<file path="config.mk">
export PLATFORM = sky130hd
export DESIGN_NAME = final_circuit
export DESIGN_NICKNAME = d
export VERILOG_FILES = /design/src/rtl/final_circuit.sv
export SDC_FILE = /design/constraint.sdc
export NUM_CORES = 1
export LEC_CHECK = 0
export BUFFER_PORTS_ARGS = -buffer_cell sky130_fd_sc_hd__buf_2
export CAP_MARGIN = 15
export CORE_MARGIN = 8
export CORE_UTILIZATION = 51
export DETAILED_ROUTE_END_ITERATION = 8
export PLACE_DENSITY = 0.78
export SKIP_CTS_REPAIR_TIMING = 1
export SYNTH_ARGS = -nofsm -noshare
export SYNTH_HDL_FRONTEND = slang
export SYNTH_SLANG_ARGS = --single-unit
</file>
<file path="constraint.sdc">
create_clock -name clk -period 3.6 [get_ports clk]
set_clock_uncertainty 0.15 [all_clocks]
set_input_delay 0.72 -clock clk [delete_from_list [all_inputs] [get_ports clk]]
set_output_delay 0.72 -clock clk [all_outputs]
set_load 0.02 [all_outputs]
</file>
<file path="src/rtl/final_circuit.sv">
// final_circuit: looped-back UART TX/RX (8E1, 16x oversampling) feeding a 4-digit hex-to-7-segment display.
// Define FINAL_CIRCUIT_PARITY_CHECK_EN to make the receiver check parity and drive Rx_PERROR.
module final_circuit #(
    parameter int DIGIT_SLOT = 1024
) (
    input  logic       reset,
    input  logic       clk,
    output logic       an3,
    output logic       an2,
    output logic       an1,
    output logic       an0,
    output logic       a,
    output logic       b,
    output logic       c,
    output logic       d,
    output logic       e,
    output logic       f,
    output logic       g,
    output logic       dp,
    input  logic [2:0] baud_select,
    input  logic       Tx_WR,
    input  logic       TX_EN,
    output logic       TX_BUSY,
    input  logic [7:0] Tx_DATA,
    input  logic       RX_EN,
    output logic       Rx_FERROR,
    output logic       Rx_PERROR,
    output logic       Rx_VALID
);
    localparam int SW = $clog2(DIGIT_SLOT + 1);
    localparam logic [SW-1:0] SLOT_LAST = SW'(DIGIT_SLOT - 1);

    typedef enum logic [1:0] {RX_IDLE, RX_START, RX_DATA} rx_state_e;

    logic [13:0] period;
    logic        tx_tick, rx_tick, tx_line, rx_line;
    logic        tx_busy_q, tx_busy_d, tx_arm_q, tx_arm_d;
    logic [13:0] tx_div_q, tx_div_d, rx_div_q, rx_div_d;
    logic [3:0]  tx_tick_q, tx_tick_d, tx_bit_q, tx_bit_d;
    logic [10:0] tx_sh_q, tx_sh_d;
    rx_state_e   rx_state_q, rx_state_d;
    logic [3:0]  rx_tick_q, rx_tick_d, rx_bit_q, rx_bit_d;
    logic [7:0]  rx_sh_q, rx_sh_d;
    logic        rx_prev_q, rx_prev_d, par_q, par_d;
    logic        ferr_q, ferr_d, perr_q, perr_d, valid_q, valid_d;
    logic [15:0] disp_q, disp_d;
    logic [SW-1:0] slot_q, slot_d;
    logic [1:0]  dig_q, dig_d;
    logic [3:0]  nib;
    logic [6:0]  seg;

    always_comb begin
        case (baud_select)
            3'b000:  period = 14'd10417;
            3'b001:  period = 14'd2604;
            3'b010:  period = 14'd651;
            3'b011:  period = 14'd326;
            3'b100:  period = 14'd163;
            3'b101:  period = 14'd81;
            3'b110:  period = 14'd54;
            default: period = 14'd27;
        endcase
    end

    assign tx_tick = tx_div_q >= period - 14'd1;
    assign rx_tick = rx_div_q >= period - 14'd1;
    assign tx_line = tx_busy_q ? tx_sh_q[0] : 1'b1;
    assign rx_line = tx_line;

    // tx_arm re-arms only after Tx_WR has been seen low, so a held request sends one frame
    always_comb begin
        tx_busy_d = tx_busy_q;
        tx_arm_d  = tx_arm_q | ~Tx_WR;
        tx_div_d  = tx_tick ? 14'd0 : tx_div_q + 14'd1;
        tx_tick_d = tx_tick_q;
        tx_bit_d  = tx_bit_q;
        tx_sh_d   = tx_sh_q;
        if (!TX_EN) begin
            tx_busy_d = 1'b0;
        end else if (!tx_busy_q) begin
            if (Tx_WR && tx_arm_q) begin
                tx_busy_d = 1'b1;
                tx_arm_d  = 1'b0;
                tx_div_d  = 14'd0;
                tx_tick_d = 4'd0;
                tx_bit_d  = 4'd0;
                tx_sh_d   = {1'b1, ^Tx_DATA, Tx_DATA, 1'b0};
            end
        end else if (tx_tick) begin
            tx_tick_d = tx_tick_q + 4'd1;
            if (tx_tick_q == 4'd15) begin
                if (tx_bit_q == 4'd10) begin
                    tx_busy_d = 1'b0;
                end else begin
                    tx_bit_d = tx_bit_q + 4'd1;
                    tx_sh_d  = {1'b1, tx_sh_q[10:1]};
                end
            end
        end
    end

    // rx_bit counts sampled bits after the start bit: 0-7 data, 8 parity, 9 stop
    always_comb begin
        rx_state_d = rx_state_q;
        rx_div_d   = rx_tick ? 14'd0 : rx_div_q + 14'd1;
        rx_tick_d  = rx_tick_q;
        rx_bit_d   = rx_bit_q;
        rx_sh_d    = rx_sh_q;
        rx_prev_d  = rx_line;
        par_d      = par_q;
        ferr_d     = ferr_q;
        perr_d     = perr_q;
        valid_d    = 1'b0;
        disp_d     = disp_q;
        if (!RX_EN) begin
            rx_state_d = RX_IDLE;
        end else begin
            case (rx_state_q)
                RX_IDLE: begin
                    if (rx_prev_q && !rx_line) begin
                        rx_state_d = RX_START;
                        rx_div_d   = 14'd0;
                        rx_tick_d  = 4'd0;
                    end
                end
                RX_START: begin
                    if (rx_tick) begin
                        rx_tick_d = rx_tick_q + 4'd1;
                        if (rx_tick_q == 4'd7) begin
                            rx_state_d = rx_line ? RX_IDLE : RX_DATA;
                            rx_tick_d  = 4'd0;
                            rx_bit_d   = 4'd0;
                        end
                    end
                end
                RX_DATA: begin
                    if (rx_tick) begin
                        rx_tick_d = rx_tick_q + 4'd1;
                        if (rx_tick_q == 4'd15) begin
                            rx_bit_d = rx_bit_q + 4'd1;
                            if (rx_bit_q < 4'd8)
                                rx_sh_d = {rx_line, rx_sh_q[7:1]};
`ifdef FINAL_CIRCUIT_PARITY_CHECK_EN
                            if (rx_bit_q == 4'd8)
                                par_d = rx_line ^ (^rx_sh_q);
`else
                            par_d = 1'b0;
`endif
                            if (rx_bit_q == 4'd9) begin
                                rx_state_d = RX_IDLE;
                                ferr_d     = ~rx_line;
                                perr_d     = par_q;
                                valid_d    = rx_line & ~par_q;
                                disp_d     = (rx_line & ~par_q) ? {disp_q[7:0], rx_sh_q} : disp_q;
                            end
                        end
                    end
                end
                default: rx_state_d = RX_IDLE;
            endcase
        end
    end

    always_comb begin
        slot_d = slot_q == SLOT_LAST ? '0 : slot_q + SW'(1);
        dig_d  = slot_q == SLOT_LAST ? dig_q + 2'd1 : dig_q;
        nib    = disp_q[{dig_q, 2'b00} +: 4];
        case (nib)
            4'h0:    seg = 7'b1111110;
            4'h1:    seg = 7'b0110000;
            4'h2:    seg = 7'b1101101;
            4'h3:    seg = 7'b1111001;
            4'h4:    seg = 7'b0110011;
            4'h5:    seg = 7'b1011011;
            4'h6:    seg = 7'b1011111;
            4'h7:    seg = 7'b1110000;
            4'h8:    seg = 7'b1111111;
            4'h9:    seg = 7'b1111011;
            4'hA:    seg = 7'b0000001;
            default: seg = 7'b0000000;
        endcase
    end

    assign {an3, an2, an1, an0} = ~(4'b0001 << dig_q);
    assign {a, b, c, d, e, f, g} = ~seg;
    assign dp        = 1'b1;
    assign TX_BUSY   = tx_busy_q;
    assign Rx_FERROR = ferr_q;
    assign Rx_PERROR = perr_q;
    assign Rx_VALID  = valid_q;

    always_ff @(posedge clk or posedge reset) begin
        if (reset) begin
            tx_busy_q  <= 1'b0;
            tx_arm_q   <= 1'b1;
            tx_div_q   <= '0;
            tx_tick_q  <= '0;
            tx_bit_q   <= '0;
            tx_sh_q    <= '1;
            rx_state_q <= RX_IDLE;
            rx_div_q   <= '0;
            rx_tick_q  <= '0;
            rx_bit_q   <= '0;
            rx_sh_q    <= '0;
            rx_prev_q  <= 1'b1;
            par_q      <= 1'b0;
            ferr_q     <= 1'b0;
            perr_q     <= 1'b0;
            valid_q    <= 1'b0;
            disp_q     <= 16'hBBBB;
            slot_q     <= '0;
            dig_q      <= '0;
        end else begin
            tx_busy_q  <= tx_busy_d;
            tx_arm_q   <= tx_arm_d;
            tx_div_q   <= tx_div_d;
            tx_tick_q  <= tx_tick_d;
            tx_bit_q   <= tx_bit_d;
            tx_sh_q    <= tx_sh_d;
            rx_state_q <= rx_state_d;
            rx_div_q   <= rx_div_d;
            rx_tick_q  <= rx_tick_d;
            rx_bit_q   <= rx_bit_d;
            rx_sh_q    <= rx_sh_d;
            rx_prev_q  <= rx_prev_d;
            par_q      <= par_d;
            ferr_q     <= ferr_d;
            perr_q     <= perr_d;
            valid_q    <= valid_d;
            disp_q     <= disp_d;
            slot_q     <= slot_d;
            dig_q      <= dig_d;
        end
    end
endmodule

</file>
==> run metrics, run 1 <==
status finished clean; Syn Area/Cell 10.40 sq um; post-synthesis xor/xnor area fraction 0.06669; Critical Path RT 3.68 ns; vias 4304; layout cell share with drive strength beyond 1 0.2607; H-tree depth 3; Final Hold Fails 0; period utilisation layout 0.9312; Die Y 123.6 microns; Worst path max stage delay 0.48 ns; DIE WIDTH 123.6 microns; Synth Area in Compound Gates 0.1008; CP max FO 8; Total Power 3.044 mW; Post-Synthesis Cells 568; Post-synth ARST share 1.000; CTS tree built; count of different cell masters after synthesis 68; Initial Util 0.5198; area grow syn2layout 14.46%; Ys Warns 0; Slew @ Worst Pin 0.8603 ns; Worst setup SP type primary input; core area 11370 sq um; worst hold margin 0.3291 ns; TritonCTS Buffers 9; sequential fraction of the synthesis area 0.4201; RSZ-0062 raised after global routing false; clock-pin slew on the worst setup and hold paths 0.07 ns; worst setup path class primary input to flip-flop; area share of and/or/nand/nor cells after synthesis 0.1556; fmax 298.3 MHz; 1st-iter DRT viols 218; final antenna-violating net count 0; post-synthesis register bit count 98; slew margin rel. 0.4258; crit path cell chain buf_2, or3_1, a21oi_1, a21oi_2, ha_4, o211ai_1, o221a_2, o32ai_4, a21oi_4, or4_1, buf_4, mux2_4; Post-synth EDFFs 0; initial antenna violation count 0; FP Rows 39; Worst Setup End Kind flip-flop; Final Critical Period 3.352 ns; DRC violations left 0; mux cell area share after synthesis 0.1190; Cell Pwr Density 450.0 nW/um^2; die area 15290 sq um; Ant. Diodes 0; VDD IR max 285.1 uV; synthesized area 5909 sq um; Detailed Routing Iterations Pass 1 4; most used flip-flop cell after synthesis dfrtp_1; clock root buffer clkbuf_16; HPWL after DPL 8589 microns; fillers 917; Slowest-stage cell, CP or4_1; max-cap viol count 0; arrival time at the worst endpoint 3.44 ns; vias per cell 5.575; first-pass GRT wire length 19760 microns; # setup viols final 0; P_leak 3.140 nW; routability cong. 0.7972; Clk Latency, worst-skew pair 0.34 ns; largest family of logic cells by synthesized area simple AND/OR/NAND/NOR gates; Post-Route WL 11750 microns; GRT Overall Usage 0.1602; worst hold-check path type flip-flop to flip-flop; clk buf depth 2; final net count 686; Final Max Tran Viols 0; CTS sink count 98; Overflow after GRT 0; vias in the first global route 4265; Synth Area in Adders 0.09909; largest net degree at the start of global routing 51; DR WL/cell 15.21 microns; IO Count 32; Buffers on Ports 29
[cell families (layout without fill, tap and decap cells)]
family          Yosys count  in the layout
mux                      57             57
flops                    98             98
simple gates            186            186
xor+xnor                 45             45
buf+inv                  51            108
other cells               2              6
compound gates           82             82
fa+ha+maj                47             47
[registers in the layout (all words and copies together), names as in the netlist]
signal / flops
disp_q: 16
rx_div_q: 14
tx_div_q: 14
slot_q: 11
tx_sh_q: 10
rx_sh_q: 8
rx_bit_q: 4
rx_tick_q: 4
tx_bit_q: 4
tx_tick_q: 4
dig_q: 2
rx_state_q: 2
Rx_FERROR: 1
Rx_VALID: 1
TX_BUSY: 1
rx_prev_q: 1
tx_arm_q: 1
[path summary, 6_finish.rpt]
check	cells past startpoint	startpoint	to	slack (ns)
min in group asynchronous	2	reset	slot_q[9]	0.37
worst max-delay path	12	baud_select[0]	rx_sh_q[5]	0.25
worst max register to register	8	rx_div_q[12]	rx_sh_q[5]	0.88
max in group asynchronous	3	reset	tx_arm_q	2.15
worst min register to register	2	tx_sh_q[1]	tx_sh_q[1]	0.33
worst min-delay path	2	tx_sh_q[1]	tx_sh_q[1]	0.33
[layout by cell type, fill, tap and decap left out, types with 24 or more instances in the layout]
master   count
buf_2       29
buf_4       29
dfrtp_1     74
dfstp_2     24
ha_1        44
inv_1       30
mux2_2      34
nand2_1     45
nand3_1     26
nor2_1      57
[through the flow]
stage	instances	setup TNS, ns	area, sq um	util	worst slack [ns]
after floorplan	572	-0.6334	5989	-	-0.07917
final	772	0	6764	0.5949	0.2477
after global placement	756	-0.5299	6460	0.5682	-0.03941
after CTS	772	0	6764	0.5949	0.2526
after global routing	772	0	6764	0.5949	0.1134
after detailed placement	756	-1.338	6460	0.5682	-0.09449
[layer usage]
layer  global-route usage  part of all wire  vias to the layer above
li1                     -                 -                     2086
met1               0.1963              0.44                     2126
met2               0.2733              0.51                       68
met3              0.02811             0.030                       24
met4              0.06697             0.020                        0
met5                    0                 0                        -
[worst max-delay path, delay by kind of cell]
kind	cells	cell delay (ns)
AO/OA/AOI/OAI	6	0.89
adder cells (fa/ha/maj)	1	0.27
AND/OR/NAND/NOR	2	0.89
multiplexers	1	0.31
buffers and inverters	2	0.34
[final cells by class]
class	instances	area (sq um)	share of cell area
timing repair buffer	61	422.9	0.06252
clock inverter	6	75.07	0.01110
sequential	98	2482	0.3670
inverter	31	117.6	0.01739
multi-input combinational	423	3258	0.4817
tap	143	178.9	0.02645
clock buffer	10	229.0	0.03385
[power by group]
part	switching, mW	internal, mW	leakage, nW	total [mW]
Combinational	0.338	0.337	1.75	0.675
Clock	0.435	0.549	0.145	0.984
Sequential	0.125	1.26	1.25	1.39
[Yosys cell counts, drive strengths merged (2+ instances only)]
cell type   n  area (sq um)
inv        31         116.4
a2111oi     2         23.77
and2        2         12.51
o211ai      2         15.01
ha         46         575.6
o21a        5         37.54
a21boi      3         22.52
mux2i      11         110.1
or2         2         12.52
nand3      26         130.1
nand4       8         56.30
nor2b       6         37.54
nand2b     10         62.56
and4        3         26.28
clkbuf     11         41.29
a21oi      18         101.4
or3b        2         17.52
o31ai       3         22.52
buf         9         63.81
nor4        2         27.53
nand2      45         168.9
a21o        7         52.55
o21bai      2         15.01
a211oi      7         57.55
a32o        2         20.02
or3         3         20.02
xor2       22         192.7
nand3b      3         22.52
nor2       57         214.0
mux4        4         90.09
dfstp      24         630.6
and3       10         62.56
conb        2         7.510
o21ai      16         80.08
nor3        3         15.01
a31oi       2         12.51
mux2       42         503.0
dfrtp      74          1852
xnor2      23         201.4
No activity file was read; power rests on OpenSTA's default activity.
==> inputs of run 2 (changes only) <==
Settings changed: PLACE_DENSITY 0.78 to 0.75.
Clock period 3.6 ns to 4.1 ns, I/O delays scaled along.
==> run 2 against run 1 <==
Net effect: non-clock buffer count shrank 19; sequential share of layout area rose by 1.0 points; register-to-register slack improved by 0.23 ns; final cell count down 2.5%; sequential cell count is the same; critical path depth is 3 higher; wire length shrank 4.9%; core utilization is 1.6 points lower; count of clock-buffer cells in the layout did not move; largest cell class unchanged.
==> run metrics, run 2 (same netlist as run 1, synthesis figures left out) <==
met2 GRT Util 0.2682 (was 0.2733); Reg with most FFs disp_q (unchanged); HPWL after DPL 8176 microns (was 8589 microns); Initial Util 0.5198 (unchanged); Critical Path RT 4.19 ns (was 3.68 ns); final antenna-violating net count 0 (unchanged); initial antenna violation count 0 (unchanged); GR peak layer met2 (unchanged); final net count 667 (was 686); Ant. Diodes 0 (unchanged); Detailed Routing Iterations Pass 1 4 (unchanged); Cell Pwr Density 406.2 nW/um^2 (was 450.0 nW/um^2); clock-pin slew on the worst setup and hold paths 0.07 ns (about the same); Worst Setup End Kind flip-flop (unchanged); worst setup path class primary input to flip-flop (unchanged); clk buf depth 2 (unchanged); vias 4155 (was 4304); Final Critical Period 3.669 ns; first-pass GRT wire length 19380 microns (was 19760 microns); Slowest-stage cell, CP or4_1 (unchanged); FP Rows 39 (unchanged); Buffers on Ports 29 (unchanged); WP buf/inv 2 (unchanged); Slew @ Worst Pin 1.033 ns (was 0.8603 ns); worst hold-check path type flip-flop to flip-flop (unchanged); Final Hold Fails 0 (unchanged); die area 15290 sq um (unchanged); P_leak 3.047 nW (was 3.140 nW); VDD IR max 245.9 uV (was 285.1 uV); commonest non-fill, non-tap cell in the layout dfrtp_1 (unchanged); layout cell share with drive strength beyond 1 0.2295 (was 0.2607); Overflow after GRT 0 (unchanged); slew margin rel. 0.3113 (was 0.4258); fillers 924 (was 917); max-cap viol count 0 (unchanged); Top delay family on crit path compound AO/OA/AOI/OAI gates (was simple AND/OR/NAND/NOR gates); Core Util, Final 0.5792 (was 0.5949); 1st-iter DRT viols 241 (was 218); commonest cells after routing, fill and taps aside 74 x dfrtp_1, 57 x nor2_1, 45 x nand2_1, 45 x ha_1, 34 x mux2_2 (was 74 x dfrtp_1, 57 x nor2_1, 45 x nand2_1); status finished clean (unchanged); Top Registers disp_q: 16 flops, rx_div_q: 14 flops, tx_div_q: 14 flops (unchanged); Post-Route WL 11170 microns (was 11750 microns); area grow syn2layout 11.43% (was 14.46%); RSZ-0062 raised after global routing false (unchanged); crit path cell chain buf_2, nor2b_1, nand2_1, o21ai_0, ha_2, a21o_1, a21oi_1, ha_1, o211ai_1, o221a_2, o32ai_4, a21oi_4, or4_1, buf_4, mux2_4 (was buf_2, or3_1, a21oi_1, a21oi_2, ha_4, o211ai_1, o221a_2, o32ai_4, a21oi_4, or4_1, buf_4, mux2_4); max reg flops 16 (unchanged); arrival time at the worst endpoint 3.76 ns (was 3.44 ns); vias in the first global route 4164 (was 4265); DRC violations left 0 (unchanged); GR Util met1 0.1923 (was 0.1963); DR WL/cell 14.84 microns (was 15.21 microns); vias per cell 5.518 (was 5.575); Die Y 123.6 microns (unchanged); FF+latch area 2482 sq um (unchanged); Final Max Tran Viols 0 (unchanged); CTS tree built (unchanged); # setup viols final 0 (unchanged); IO Count 32 (unchanged); Setup TNS 0 ns (unchanged); Worst setup SP type primary input (unchanged); routability cong. 0.8581 (was 0.7972); largest net degree at the start of global routing 74 (was 51); global routing usage on met3 0.02947 (was 0.02811); fmax 272.6 MHz; CTS sink count 98 (unchanged); DIE WIDTH 123.6 microns (unchanged); Total Power 2.675 mW (was 3.044 mW); core area 11370 sq um (unchanged); Multi-input gate area 3223 sq um (was 3258 sq um); Worst path max stage delay 0.50 ns (was 0.48 ns); TritonCTS Buffers 9 (unchanged); CP max FO 8 (unchanged); Clk Latency, worst-skew pair 0.35 ns (was 0.34 ns); clock root buffer clkbuf_16 (unchanged); period utilisation layout 0.8949; GRT Overall Usage 0.1571 (was 0.1602); H-tree depth 3 (unchanged)
==> run 2: changes by cell type in the layout (fill, tap and decap cells not counted), sizes merged <==
| cell | change |
|---|---|
| buf | -19 |
| clkinv | -2 |
| inv | +2 |
| bufinv | +1 |
| clkinvlp | -1 |
==> run 2: worst paths after layout <==
kind                                 from          end  slack [ns]  depth (start not counted)
hold reg to reg                tx_sh_q[1]   tx_sh_q[1]        0.32                          2
setup reg to reg              tx_div_q[8]   tx_sh_q[5]        1.11                          6
max in group asynchronous           reset   disp_q[15]        2.51                          3
hold / removal                 tx_sh_q[1]   tx_sh_q[1]        0.32                          2
min in group asynchronous           reset  rx_div_q[8]        0.50                          2
setup / recovery           baud_select[2]   rx_sh_q[0]        0.43                         15
==> run 2: through the flow <==
| stage | setup WS (ns) | hold WS [ns] | cells | area [sq um] |
|---|---|---|---|---|
| after global routing | 0.2402 | 0.3530 | 753 | 6585 |
| after CTS | 0.4317 | 0.3225 | 753 | 6585 |
| after detailed placement | 0.05856 | 0.3119 | 737 | 6259 |
| after floorplan | 0.007389 | 0.2944 | 572 | 5928 |
| after global placement | 0.1330 | 0.3066 | 737 | 6259 |
| final | 0.4311 | 0.3197 | 753 | 6585 |
==> run 2: where the power goes <==
| part | leakage (nW) | internal (mW) | switching [mW] | total (mW) |
|---|---|---|---|---|
| logic | 1.64 | 0.255 | 0.285 | 0.540 |
| registers | 1.25 | 1.11 | 0.115 | 1.22 |
| clock network | 0.160 | 0.544 | 0.370 | 0.915 |
| total | 3.05 | 1.91 | 0.770 | 2.68 |
==> run 2: area by class of cell <==
| type | instances | area share |
|---|---|---|
| clock buffer | 10 | 0.03477 |
| clock inverter | 6 | 0.01482 |
| inverter | 31 | 0.01805 |
| multi-input combinational | 423 | 0.4895 |
| sequential | 98 | 0.3770 |
| tap | 143 | 0.02717 |
| timing repair buffer | 42 | 0.03876 |
==> run 2: worst min-delay path, stage by stage, from the launching register on <==
cell	delay, ns
dfstp_2	0.37
inv_1	0.04
mux2i_1	0.05
==> run 2: layer usage <==
layer  routed length, microns  vias up
met2                     5685       55
li1                         -     2053
met3                      285       13
met4                      150        0
met1                     5050     2034
met5                        0        -
==> inputs of run 3 (changes only) <==
Settings changed: CTS_BUF_LIST set to sky130_fd_sc_hd__clkbuf_8.
==> run 3 against run 2 <==
Net effect: clock power down 25%; maximum frequency up 0.95%; power down 8.8%; register-to-register slack about the same; sequential share of layout area up 0.59 points; first-iteration DRC count down 17%; setup slack better by 0.034 ns; core utilization down 0.89 points; largest cell class unchanged; sequential power about the same; count of clock-buffer cells in the layout down 1.
==> run metrics, run 3 (same netlist as run 1, synthesis figures left out) <==
Worst setup SP type primary input (unchanged); GR peak layer met2 (unchanged); Top Registers disp_q: 16 flops, rx_div_q: 14 flops, tx_div_q: 14 flops (unchanged); arrival time at the worst endpoint 3.75 ns (was 3.76 ns); H-tree depth 3 (unchanged); DR WL/cell 14.40 microns (was 14.84 microns); Worst Setup End Kind flip-flop (unchanged); global routing usage on met3 0.02992 (was 0.02947); WP buf/inv 2 (unchanged); Critical Path RT 4.21 ns (was 4.19 ns); DIE WIDTH 123.6 microns (unchanged); fillers 944 (was 924); clk buf depth 2 (unchanged); worst setup margin 0.4654 ns (was 0.4311 ns); P_leak 3.005 nW (was 3.047 nW); 1st-iter DRT viols 200 (was 241); vias in the first global route 4134 (was 4164); worst hold-check path type flip-flop to flip-flop (unchanged); Top delay family on crit path compound AO/OA/AOI/OAI gates (unchanged); cells on worst reg2reg path 6 (unchanged); slew margin rel. 0.3019 (was 0.3113); Overflow after GRT 0 (unchanged); max-cap viol count 0 (unchanged); critical path endpoint rx_sh_q[5] (was rx_sh_q[0]); first-pass GRT wire length 19090 microns (was 19380 microns); worst r2r src tx_div_q[8] (unchanged); flop2flop setup slack 1.10 ns (was 1.11 ns); Post-Route WL 10850 microns (was 11170 microns); met2 GRT Util 0.2612 (was 0.2682); Non-Filler Instances 753 (unchanged); Worst path max stage delay 0.50 ns (about the same); area grow syn2layout 9.718% (was 11.43%); IO Count 32 (unchanged); final net count 667 (unchanged); max reg flops 16 (unchanged); HPWL after DPL 8176 microns (unchanged); CTS sink count 98 (unchanged); commonest non-fill, non-tap cell in the layout dfrtp_1 (unchanged); status finished clean (unchanged); Core Util, Final 0.5703 (was 0.5792); vias 4114 (was 4155); commonest cells after routing, fill and taps aside 74 x dfrtp_1, 57 x nor2_1, 45 x nand2_1, 45 x ha_1, 34 x mux2_2 (unchanged); pre-CTS setup slack 0.05856 ns (unchanged); RSZ-0062 raised after global routing false (unchanged); Initial Util 0.5198 (unchanged); RR Endpoint tx_sh_q[5] (unchanged); GRT Overall Usage 0.1535 (was 0.1571); Reg with most FFs disp_q (unchanged); core area 11370 sq um (unchanged); FP Rows 39 (unchanged); Cell Pwr Density 376.2 nW/um^2 (was 406.2 nW/um^2); die area 15290 sq um (unchanged); largest net degree at the start of global routing 74 (unchanged); layout cell share with drive strength beyond 1 0.2295 (unchanged); clock root buffer clkbuf_8 (was clkbuf_16); crit path cell chain buf_2, nor2b_1, nand2_1, o21ai_0, ha_2, a21o_1, a21oi_1, ha_1, o211ai_1, o221a_2, o32ai_4, a21oi_4, or4_1, buf_4, mux2_4 (unchanged); VDD IR max 249.5 uV (was 245.9 uV); fmax 275.1 MHz (was 272.6 MHz); # setup viols final 0 (unchanged); Final Hold Fails 0 (unchanged); initial antenna violation count 0 (unchanged); Setup TNS 0 ns (unchanged); Slowest-stage cell, CP or4_1 (unchanged); Total Power 2.439 mW (was 2.675 mW); clock-pin slew on the worst setup and hold paths 0.09 ns (was 0.07 ns); period utilisation layout 0.8865 (was 0.8949); CTS tree built (unchanged); Detailed Routing Iterations Pass 1 6 (was 4); CP max FO 8 (unchanged); CP Launch Point baud_select[2] (unchanged); DRC violations left 0 (unchanged); TritonCTS Buffers 9 (unchanged); Buffers on Ports 29 (unchanged); Final Critical Period 3.635 ns (was 3.669 ns); final antenna-violating net count 0 (unchanged); Final Max Tran Viols 0 (unchanged); Hold Path Depth 2 (unchanged); Die Y 123.6 microns (unchanged); vias per cell 5.463 (was 5.518); cell count along the critical path 15 (unchanged); placed insts 737 (unchanged); Ant. Diodes 0 (unchanged); Clk Latency, worst-skew pair 0.37 ns (was 0.35 ns); routability cong. 0.8581 (unchanged); GR Util met1 0.1905 (was 0.1923); worst setup path class primary input to flip-flop (unchanged); Slew @ Worst Pin 1.047 ns (was 1.033 ns)
## run 3: cell type report
cell class | count | area, sq um | share of cell area
timing repair buffer | 42 | 255.2 | 0.03937
clock buffer | 9 | 123.9 | 0.01910
sequential | 98 | 2482 | 0.3829
tap | 143 | 178.9 | 0.02760
inverter | 31 | 118.9 | 0.01833
clock inverter | 7 | 101.3 | 0.01563
multi-input combinational | 423 | 3223 | 0.4971
## run 3: worst reg2reg max path: cells and delay by family (launching register included)
kind / cells / cell delay [ns]
and+or+nand+nor: 1 / 0.48
AOI/OAI and AO/OA: 4 / 1.41
DFF: 1 / 0.46
muxes: 1 / 0.43
## run 3: per-layer routing
layer | wire (microns) | vias to the layer above
li1 | - | 2049
met1 | 4979 | 2014
met2 | 5480 | 37
met3 | 228 | 14
met4 | 157 | 0
met5 | 0 | -
## run 3: worst min path at each step
| stage | start | end |
|---|---|---|
| floorplan | tx_sh_q[1] | tx_sh_q[1] |
| detailed placement | tx_sh_q[1] | tx_sh_q[1] |
| global route | slot_q[10] | slot_q[10] |
| global placement | tx_sh_q[1] | tx_sh_q[1] |
| CTS | tx_sh_q[1] | tx_sh_q[1] |
| finish | tx_sh_q[1] | tx_sh_q[1] |
## run 3: report_power, final
part / switching [mW] / total (mW) / internal (mW)
clock network: 0.338 / 0.689 / 0.351
registers: 0.111 / 1.22 / 1.10
logic: 0.280 / 0.534 / 0.254
total: 0.729 / 2.44 / 1.71
## run 3: stage by stage
step	instance area, sq um	hold slack, ns
floorplan	5928	0.2944
global placement	6259	0.3066
detailed placement	6259	0.3119
CTS	6484	0.3265
global route	6484	0.3610
finish	6484	0.3266
